File: config.mk
export PLATFORM = sky130hd
export DESIGN_NAME = cam_match_sequencer
export DESIGN_NICKNAME = d
export VERILOG_FILES = /design/src/rtl/cam_pkg.sv /design/src/rtl/cam_rot_prienc.sv /design/src/rtl/cam_match_sequencer.sv
export SDC_FILE = /design/constraint.sdc
export NUM_CORES = 1
export LEC_CHECK = 0
export CAP_MARGIN = 30
export CELL_PAD_IN_SITES_DETAIL_PLACEMENT = 1
export CELL_PAD_IN_SITES_GLOBAL_PLACEMENT = 1
export CORE_ASPECT_RATIO = 1.2
export CORE_MARGIN = 2
export CORE_UTILIZATION = 30
export CTS_CLUSTER_SIZE = 12
export DETAILED_ROUTE_END_ITERATION = 12
export HOLD_SLACK_MARGIN = 0.03
export PLACE_DENSITY_LB_ADDON = 0.1
export RECOVER_POWER = 25
export SETUP_SLACK_MARGIN = 0.5
export SKIP_LAST_GASP = 1
export SLEW_MARGIN = 20
export SYNTH_ARGS = -nofsm -noshare
export SYNTH_HDL_FRONTEND = slang
export SYNTH_HIERARCHICAL = 1
export SYNTH_SLANG_ARGS = --single-unit
File: constraint.sdc
create_clock -name clk_i -period 11.9 [get_ports clk_i]
set_input_delay 1.19 -clock clk_i [delete_from_list [all_inputs] [get_ports clk_i]]
set_output_delay 1.19 -clock clk_i [all_outputs]
set_load 0.01 [all_outputs]
File: src/rtl/cam_pkg.sv
// Shared types and helpers for the CAM match sequencer.
package cam_pkg;

    typedef enum logic {
        IDLE = 1'b0,
        SCAN = 1'b1
    } state_t;

    localparam int DIR_ASC  = 0;
    localparam int DIR_DESC = 1;

    function automatic int cam_lines(input int index_width);
        return 1 << index_width;
    endfunction

endpackage

File: src/rtl/cam_rot_prienc.sv
// Window rotation plus lowest/highest set-bit encoder over the pending vector.
module cam_rot_prienc
    import cam_pkg::*;
#(
    parameter int INDEX_WIDTH = 5,
    parameter int DIR         = DIR_ASC,
    localparam int N          = cam_lines(INDEX_WIDTH)
) (
    input  logic [N-1:0]           vec_i,
    input  logic [INDEX_WIDTH-1:0] rot_i,
    output logic [N-1:0]           rot_o,
    input  logic [N-1:0]           pend_i,
    output logic [INDEX_WIDTH-1:0] sel_o,
    output logic                   single_o
);

    logic [2*N-1:0]         dbl;
    logic [INDEX_WIDTH:0]   rot_ext;

    // Rotate right: bit 0 of the result is the window start.
    assign dbl     = {vec_i, vec_i};
    assign rot_ext = {1'b0, rot_i};
    assign rot_o   = dbl[rot_ext +: N];

    generate
        if (DIR == DIR_ASC) begin : g_asc
            always_comb begin
                sel_o = '0;
                for (int i = N - 1; i >= 0; i--) begin
                    if (pend_i[i]) sel_o = INDEX_WIDTH'(i);
                end
            end
        end else begin : g_desc
            always_comb begin
                sel_o = '0;
                for (int i = 0; i < N; i++) begin
                    if (pend_i[i]) sel_o = INDEX_WIDTH'(i);
                end
            end
        end
    endgenerate

    assign single_o = (pend_i != '0) && ((pend_i & (pend_i - N'(1))) == '0);

endmodule

File: src/rtl/cam_match_sequencer.sv
// Captures a CAM match vector inside a (possibly wrapping) index window and
// streams every matched index one per cycle over valid/ready.
module cam_match_sequencer
    import cam_pkg::*;
#(
    parameter int INDEX_WIDTH = 5,
    parameter int DIR         = DIR_ASC,
    localparam int N          = cam_lines(INDEX_WIDTH)
) (
    input  logic                   clk_i,
    input  logic                   rst_i,
    input  logic                   load_i,
    input  logic [N-1:0]           match_i,
    input  logic [INDEX_WIDTH-1:0] start_i,
    input  logic [INDEX_WIDTH-1:0] end_i,
    input  logic                   abort_i,
    input  logic                   ready_i,
    output logic                   valid_o,
    output logic [INDEX_WIDTH-1:0] out_o,
    output logic                   last_o,
    output logic                   busy_o,
    output logic                   done_o,
    output logic                   none_o,
    output logic [INDEX_WIDTH:0]   count_o
);

    state_t                 state;
    logic [N-1:0]           pending;
    logic [INDEX_WIDTH-1:0] start_q;
    logic [N-1:0]           window;
    logic [N-1:0]           rot_vec;
    logic [INDEX_WIDTH-1:0] sel;
    logic                   single;

    always_comb begin
        window = '0;
        for (int i = 0; i < N; i++) begin
            if (start_i <= end_i)
                window[i] = (INDEX_WIDTH'(i) >= start_i) && (INDEX_WIDTH'(i) <= end_i);
            else
                window[i] = (INDEX_WIDTH'(i) >= start_i) || (INDEX_WIDTH'(i) <= end_i);
        end
    end

    cam_rot_prienc #(
        .INDEX_WIDTH (INDEX_WIDTH),
        .DIR         (DIR)
    ) u_enc (
        .vec_i    (match_i & window),
        .rot_i    (start_i),
        .rot_o    (rot_vec),
        .pend_i   (pending),
        .sel_o    (sel),
        .single_o (single)
    );

    // Beat outputs come from registers only; ready_i never reaches them.
    assign valid_o = (state == SCAN);
    assign busy_o  = valid_o;
    assign out_o   = valid_o ? INDEX_WIDTH'(sel + start_q) : '0;
    assign last_o  = valid_o & single;

    always_ff @(posedge clk_i) begin
        if (rst_i) begin
            state   <= IDLE;
            pending <= '0;
            start_q <= '0;
            count_o <= '0;
            done_o  <= 1'b0;
            none_o  <= 1'b0;
        end else begin
            done_o <= 1'b0;
            none_o <= 1'b0;
            case (state)
                IDLE: begin
                    if (load_i) begin
                        pending <= rot_vec;
                        start_q <= start_i;
                        count_o <= '0;
                        if (rot_vec != '0) begin
                            state <= SCAN;
                        end else begin
                            done_o <= 1'b1;
                            none_o <= 1'b1;
                        end
                    end
                end
                SCAN: begin
                    // Abort beats a simultaneous handshake; that beat is not counted.
                    if (abort_i) begin
                        state   <= IDLE;
                        pending <= '0;
                    end else if (ready_i) begin
                        pending <= pending & ~(N'(1) << sel);
                        count_o <= count_o + (INDEX_WIDTH+1)'(1);
                        if (single) begin
                            state  <= IDLE;
                            done_o <= 1'b1;
                        end
                    end
                end
                default: state <= IDLE;
            endcase
        end
    end

endmodule

---- Word level (Yosys, flattened, before mapping) ----
Index checks and enable logic that the tools add are counted.
storage, ports and cells
  bits of input ports ..................... 47
  logic and storage cells ................. 243
  flip-flop bits (word level) ............. 46
cells by class
  shift operators ......................... 2
  reduce and logical (&&, ||, !) cells .... 72
  add/subtract/negate cells ............... 3
  multiplexer cells ....................... 85
  magnitude comparators ................... 65
  bitwise gates (word level) .............. 6
  equal/unequal tests ..................... 4
operators by type and width
  operator                 number
  $mux W5                  33
  $and A32 B32 Y32         3
  $mux W32                 3
  $ge A5 B5 Y1 const A     16
  $le A5 B5 Y1 const A     16
  $pmux W32 S2             1
  $reduce_bool A32 Y1      2
  $shiftx A64 B6 Y32       1
  $mux W1                  42
  $ge A4 B5 Y1 const A     8
  $le A4 B5 Y1 const A     8
  $logic_and A1 B1 Y1      33
  $logic_not A32 Y1        1
  $logic_or A1 B1 Y1       32
  $not A32 Y32             1
  $shl A1 B5 Y32 const A   1
  $sub A32 B1 Y32 const B  1
  $ge A3 B5 Y1 const A     4
  $le A3 B5 Y1 const A     4
  $mux W6                  3
  $pmux W6 S2              1
  $ge A1 B5 Y1 const A     2
  $ge A2 B5 Y1 const A     2
  $le A1 B5 Y1 const A     2
  12 further kinds         17

---- Depth between registers and ports, before layout ----
  depth after elaboration ................. 38
  depth in mapped cells ................... 20
  depth with buffers taken out ............ 17

---- Cells and area by module ----
The synthesis kept the hierarchy.
by module, submodules not included
  module               seq. area each (sq um)  cells an instance  area each (sq um)  instances
  cam_match_sequencer  920.9                   451                3338.2             1
  cam_rot_prienc       0.0                     302                2509.9             1

---- Least setup slack after synthesis ----
Ideal clock, no wire load.
  kind .................................... in2reg
  start point ............................. input port end_i[4]
  end point ............................... register state (netlist: busy_o)
  cell stages on the path ................. 18
  slack ................................... 7013 ps
  setup time .............................. 128 ps
  data arrival time ....................... 4759 ps
  cell sequence ........................... clkbuf_1 -> inv_1 -> ha_1 -> and3_1 -> a211oi_2 -> a32oi_2 -> buf_6 -> maj3_2 -> and2_1 -> mux4_2 -> mux2_2 -> o21ai_0 -> mux2i_1 -> nor4_1 -> nand4_1 -> nor2_1 -> a2bb2oi_1 -> nor2_1
on the way
  word-level cells in the longest chain between the ends .. 9
ends and longest elaborated chain
  item                                                              line                                                  text
  start, declared                                                   cam_match_sequencer.sv:15                             input logic [INDEX_WIDTH-1:0] end_i,
  $le A1 B5 Y1 (tied with other cells)                              cam_match_sequencer.sv:39, cam_match_sequencer.sv:41
  $logic_or A1 B1 Y1 / $logic_and A1 B1 Y1 (equally long branches)  cam_match_sequencer.sv:41, cam_match_sequencer.sv:39
  $mux W1                                                           cam_match_sequencer.sv:38                             if (start_i <= end_i)
  $and A32 B32 Y32 (*)                                              cam_match_sequencer.sv:49                             .vec_i (match_i & window),
  $shiftx A64 B6 Y32 (*)                                            cam_rot_prienc.sv:23                                  assign rot_o = dbl[rot_ext +: N];
  named net rot_vec[11]                                             cam_match_sequencer.sv:31                             logic [N-1:0] rot_vec;
  $reduce_bool A32 Y1 (*)                                           cam_match_sequencer.sv:80                             if (rot_vec != '0) begin
  $mux W1 (*)                                                       cam_match_sequencer.sv:80
  $mux W1 (*)                                                       cam_match_sequencer.sv:76                             if (load_i) begin
  $pmux W1 S2 (*)                                                   cam_match_sequencer.sv:74                             case (state)
  end signal, assigned                                              cam_match_sequencer.sv:81                             state <= SCAN;
  end signal, assigned                                              cam_match_sequencer.sv:91                             state <= IDLE;
  end signal, assigned                                              cam_match_sequencer.sv:97                             state <= IDLE;
  end, declared                                                     cam_match_sequencer.sv:27                             state_t state;
The timed path passes the listed nets; every way through them passes the cells marked *.
A chain may end at the register's enable or synchronous reset.

---- Worst setup path after layout ----
Same ends and word-level chain as after synthesis.

==> impl_results.rst <==
.. list-table::
   :header-rows: 1

   * - Metric
     - Value
   * - Placed wire-length estimate after detailed placement
     - between 15 and 20 mm
   * - Site row count
     - between 50 and 60
   * - First-pass GRT wire length
     - 35.68 mm
   * - Met3 Usage GRT
     - between 2 and 2.5%
   * - Post-route worst hold slack
     - 472.1 ps
   * - Final setup fails
     - 0
   * - Aggregate negative setup slack
     - 0 ps
   * - Final hold vios
     - 0
   * - Syn_nets
     - 811
   * - Worst slew margin
     - 15.05%
   * - Root Driver
     - sky130_fd_sc_hd__clkbuf_16
   * - Clock Sinks
     - 46
   * - Die Area
     - 20630 µm²
   * - Tightest Pin Transition
     - 1274 ps
   * - Post-synthesis area per instance
     - 7.766 µm²
   * - I/O pin count
     - 63
   * - Met2 GRT Util
     - about two fifths
   * - Share of flip-flops with an asynchronous set or reset after synthesis
     - 0%
   * - Post-synthesis instance area
     - 5848 µm²
   * - Overall global routing resource usage
     - a little over a fifth
   * - Number of antenna violations at the first check in global routing
     - 0
   * - Final Cell Area
     - 6777 µm²
   * - Switching pwr
     - between 0.0003 and 0.0004 W
   * - Required time reported for the critical path endpoint
     - 12080 ps
   * - Proportion of power drawn by the clock network
     - 22.1%
   * - Via-to-Cell Ratio
     - roughly 6
   * - Final worst clock skew
     - ~10 ps
   * - Register share of total power
     - 24.3%
   * - Number of nets in the layout
     - 830
   * - 1st-iter DRT viols
     - 331
   * - Maximum VDD drop
     - 0.05257 mV
   * - Leading cell types by total area after synthesis
     - sky130_fd_sc_hd__dfxtp_1 16%, sky130_fd_sc_hd__mux4_2 12%, sky130_fd_sc_hd__mux2i_1 8.4%, sky130_fd_sc_hd__o21ai_0 8.0%, sky130_fd_sc_hd__nand2_1 7.4%
   * - Number of iterations in the first detailed-routing pass
     - 7
   * - Remaining global-route overflow
     - 0
   * - Sw frac
     - 44.75%
   * - GR Layer Usage met1
     - a little over a quarter
   * - Maximum fanout count along the critical path
     - 40
   * - Initial cell density of the core
     - 30.79%
   * - Floorplan core area
     - approximately 19000 µm²
   * - Data arrival, critical path
     - 6440 ps
   * - Max-cap viol count
     - 0
   * - Top FF cell, synth
     - sky130_fd_sc_hd__dfxtp_1
   * - Kind of cell with the highest combined delay on the critical path
     - buffers and inverters
   * - Via count of the first global-routing pass
     - ~6200
   * - Cell internal pwr
     - 0.0004250 W
   * - Post-synth top cells
     - 116 x sky130_fd_sc_hd__nand2_1, 94 x sky130_fd_sc_hd__o21ai_0, 49 x sky130_fd_sc_hd__mux2i_1
   * - Sequential element share of the synthesized area
     - 15.75%
   * - Unrepaired setup endpoints after global routing
     - no
   * - Endpoint class of the critical path
     - flip-flop
   * - Leakage power
     - 2.564 nW
   * - Pwr per Cell Area
     - 113.5 nW/µm²
   * - Insertion delay to the later sink of the worst-skew pair
     - 310 ps
   * - Final Slew Violations
     - 0
   * - Bufs and invs on worst path
     - 3
   * - Proportion of netlist area held by the largest area contributor
     - around 16%
   * - Number of setup buffers added after CTS
     - 0
   * - Final RePlAce weighted congestion
     - 0.9262
   * - Die extent in y
     - about 160 µm
   * - Leading cell type by number of instances after synthesis
     - sky130_fd_sc_hd__nand2_1
   * - CTS tree
     - yes
   * - Maximum clock rate
     - 159.7 MHz
   * - Clock Pin Slew Worst Setup and Hold Paths
     - approximately 70 ps
   * - Layout overhead on the synthesized area
     - 15.88%
   * - Final Cycle Share
     - between 50 and 60%
   * - Number of enable-type register cells in the synthesized netlist
     - 0
   * - Wire per inst
     - 21.88 µm
   * - Area leader, netlist
     - sky130_fd_sc_hd__dfxtp_1
   * - DIE WIDTH
     - roughly 130 µm
   * - Shortest period the worst path allows
     - 6263 ps
   * - Gates resized, CTS repair
     - 0
   * - Number of flip-flops and latches in the synthesized netlist
     - 46
   * - Synth cell types
     - 74
   * - Combinational share of power
     - 53.6%
   * - Pin count of the biggest net entering global routing
     - 54
   * - Worst Setup Start Kind
     - input port
   * - Crit-path slowest cell
     - sky130_fd_sc_hd__clkdlybuf4s50_1
   * - Count of antenna diodes in the layout
     - 0
   * - Total clock buffers created by CTS
     - 5
   * - Path type of the worst min-delay path
     - flip-flop to flip-flop
   * - Worst Path Class, Setup
     - input port to flip-flop
   * - DP Area
     - 6611 µm²
   * - Cells after Synth
     - 753
   * - Post-cts hold buffer count
     - 0
   * - WL final
     - 22.51 mm
   * - Delay of the slowest critical-path stage
     - 860 ps
   * - H-tree levels
     - 2
   * - Residual DRC count
     - 0
   * - Run status
     - completed
   * - Ratio of cells with drive above 1 in the final layout
     - 12.94%
   * - CP dominant cell by count
     - sky130_fd_sc_hd__nor2_1
   * - Warnings from Yosys
     - 6
   * - DR vias
     - 6117
   * - Port Buffers
     - a little over 60
   * - Number of nets with antenna violations after routing
     - 0
   * - Busiest layer in global routing
     - met2
   * - Maximum count of clock buffers along a single path
     - 2
   * - Critical path cell sequence
     - clkdlybuf4s50_1 -> inv_1 -> ha_1 -> and3_1 -> a211oi_2 -> a32oi_2 -> buf_4 -> maj3_1 -> and2_1 -> mux4_2 -> mux2_2 -> o21ai_0 -> mux2i_1 -> nor4_1 -> nand4_1 -> nor2_1 -> a2bb2oi_1 -> nor2_1
==> power groups by stage <==
stage / Sequential, W / Combinational (W) / Clock [W]
6_report: 0.000187 / 0.000412 / 0.000170
5_1_grt: 0.000190 / 0.000450 / 0.000181
4_1_cts: 0.000187 / 0.000413 / 0.000174
2_1_floorplan: 0.000181 / 0.000282 / 0
3_5_place_dp: 0.000190 / 0.000410 / 0
3_3_place_gp: 0.000189 / 0.000403 / 0
==> registers in the layout (all words and copies together) (netlist names) <==
register  count
start_q       5
pending      32
none_o        1
busy_o        1
count_o       6
done_o        1
==> logic make-up after synthesis <==
| family | count (synthesis) | synth area share, % |
|---|---|---|
| fa+ha+maj | 19 | 3.894 |
| mux | 98 | 23.98 |
| simple gates | 266 | 22.19 |
| buf+inv | 83 | 6.098 |
| xor+xnor | 8 | 1.198 |
| compound gates | 233 | 26.89 |
| flops | 46 | 15.75 |
==> layer usage <==
metal | up-vias | part of all wire, %
met2 | 122 | 53
met5 | - | 0
met4 | 0 | 2.1
met3 | 27 | 2.6
met1 | 3067 | 42
li1 | 2901 | -
==> path summary, 6_finish.rpt <==
| check | from | endpoint | slack (ps) | depth (start not counted) |
|---|---|---|---|---|
| hold reg to reg | start_q[0] | start_q[0] | 470 | 2 |
| setup reg to reg | pending[30] | pending[2] | 8610 | 11 |
| setup / recovery | end_i[4] | busy_o | 5640 | 18 |
| hold / removal | start_q[0] | start_q[0] | 470 | 2 |
==> area by class of cell <==
type                    count  area (µm²)
inverters                  21       78.83
clock inverters             3       43.79
flip-flops and latches     46       920.9
repair buffers             74       714.4
well taps                 256       320.3
clock buffers               5       125.1
fillers                  2324       12220
multi-input cells         624        4573
==> cells in the final DEF (no fill, tap or decap), types with 5 or more instances in the layout <==
cell,n
sky130_fd_sc_hd__a21boi_1,8
sky130_fd_sc_hd__a21oi_1,33
sky130_fd_sc_hd__a32o_1,33
sky130_fd_sc_hd__and2_1,13
sky130_fd_sc_hd__buf_4,9
sky130_fd_sc_hd__clkbuf_16,5
sky130_fd_sc_hd__clkdlybuf4s50_1,49
sky130_fd_sc_hd__dfxtp_1,46
sky130_fd_sc_hd__dlygate4sd3_1,9
sky130_fd_sc_hd__ha_1,10
sky130_fd_sc_hd__inv_1,21
sky130_fd_sc_hd__maj3_1,6
sky130_fd_sc_hd__mux2_2,17
sky130_fd_sc_hd__mux2i_1,49
sky130_fd_sc_hd__mux4_2,32
sky130_fd_sc_hd__nand2_1,116
sky130_fd_sc_hd__nand3_1,18
sky130_fd_sc_hd__nand4_1,9
sky130_fd_sc_hd__nor2_1,41
sky130_fd_sc_hd__nor2b_1,6
sky130_fd_sc_hd__nor3_1,17
sky130_fd_sc_hd__nor4_1,17
sky130_fd_sc_hd__o2111ai_1,6
sky130_fd_sc_hd__o21a_1,9
sky130_fd_sc_hd__o21ai_0,94
sky130_fd_sc_hd__o31ai_1,7
==> worst min-delay path, delay by kind of cell, from the launching register on <==
kind / cells / cell delay (ps)
simple gates: 1 / 60
compound gates: 1 / 50
flops: 1 / 320
==> per-stage QoR <==
stage | setup WS (ps) | std cells | util (%) | total power, W
6_report | 5637 | 1029 | 35.68 | 0.0007692
5_1_grt | 5340 | 1029 | 35.68 | 0.0008206
4_1_cts | 5682 | 1029 | 35.70 | 0.0007735
3_5_place_dp | 5373 | 1021 | 34.81 | 0.0006005
3_3_place_gp | 5365 | 1019 | 34.59 | 0.0005924
2_1_floorplan | 7013 | 753 | - | 0.0004627
(Power assumes the default switching activity.)
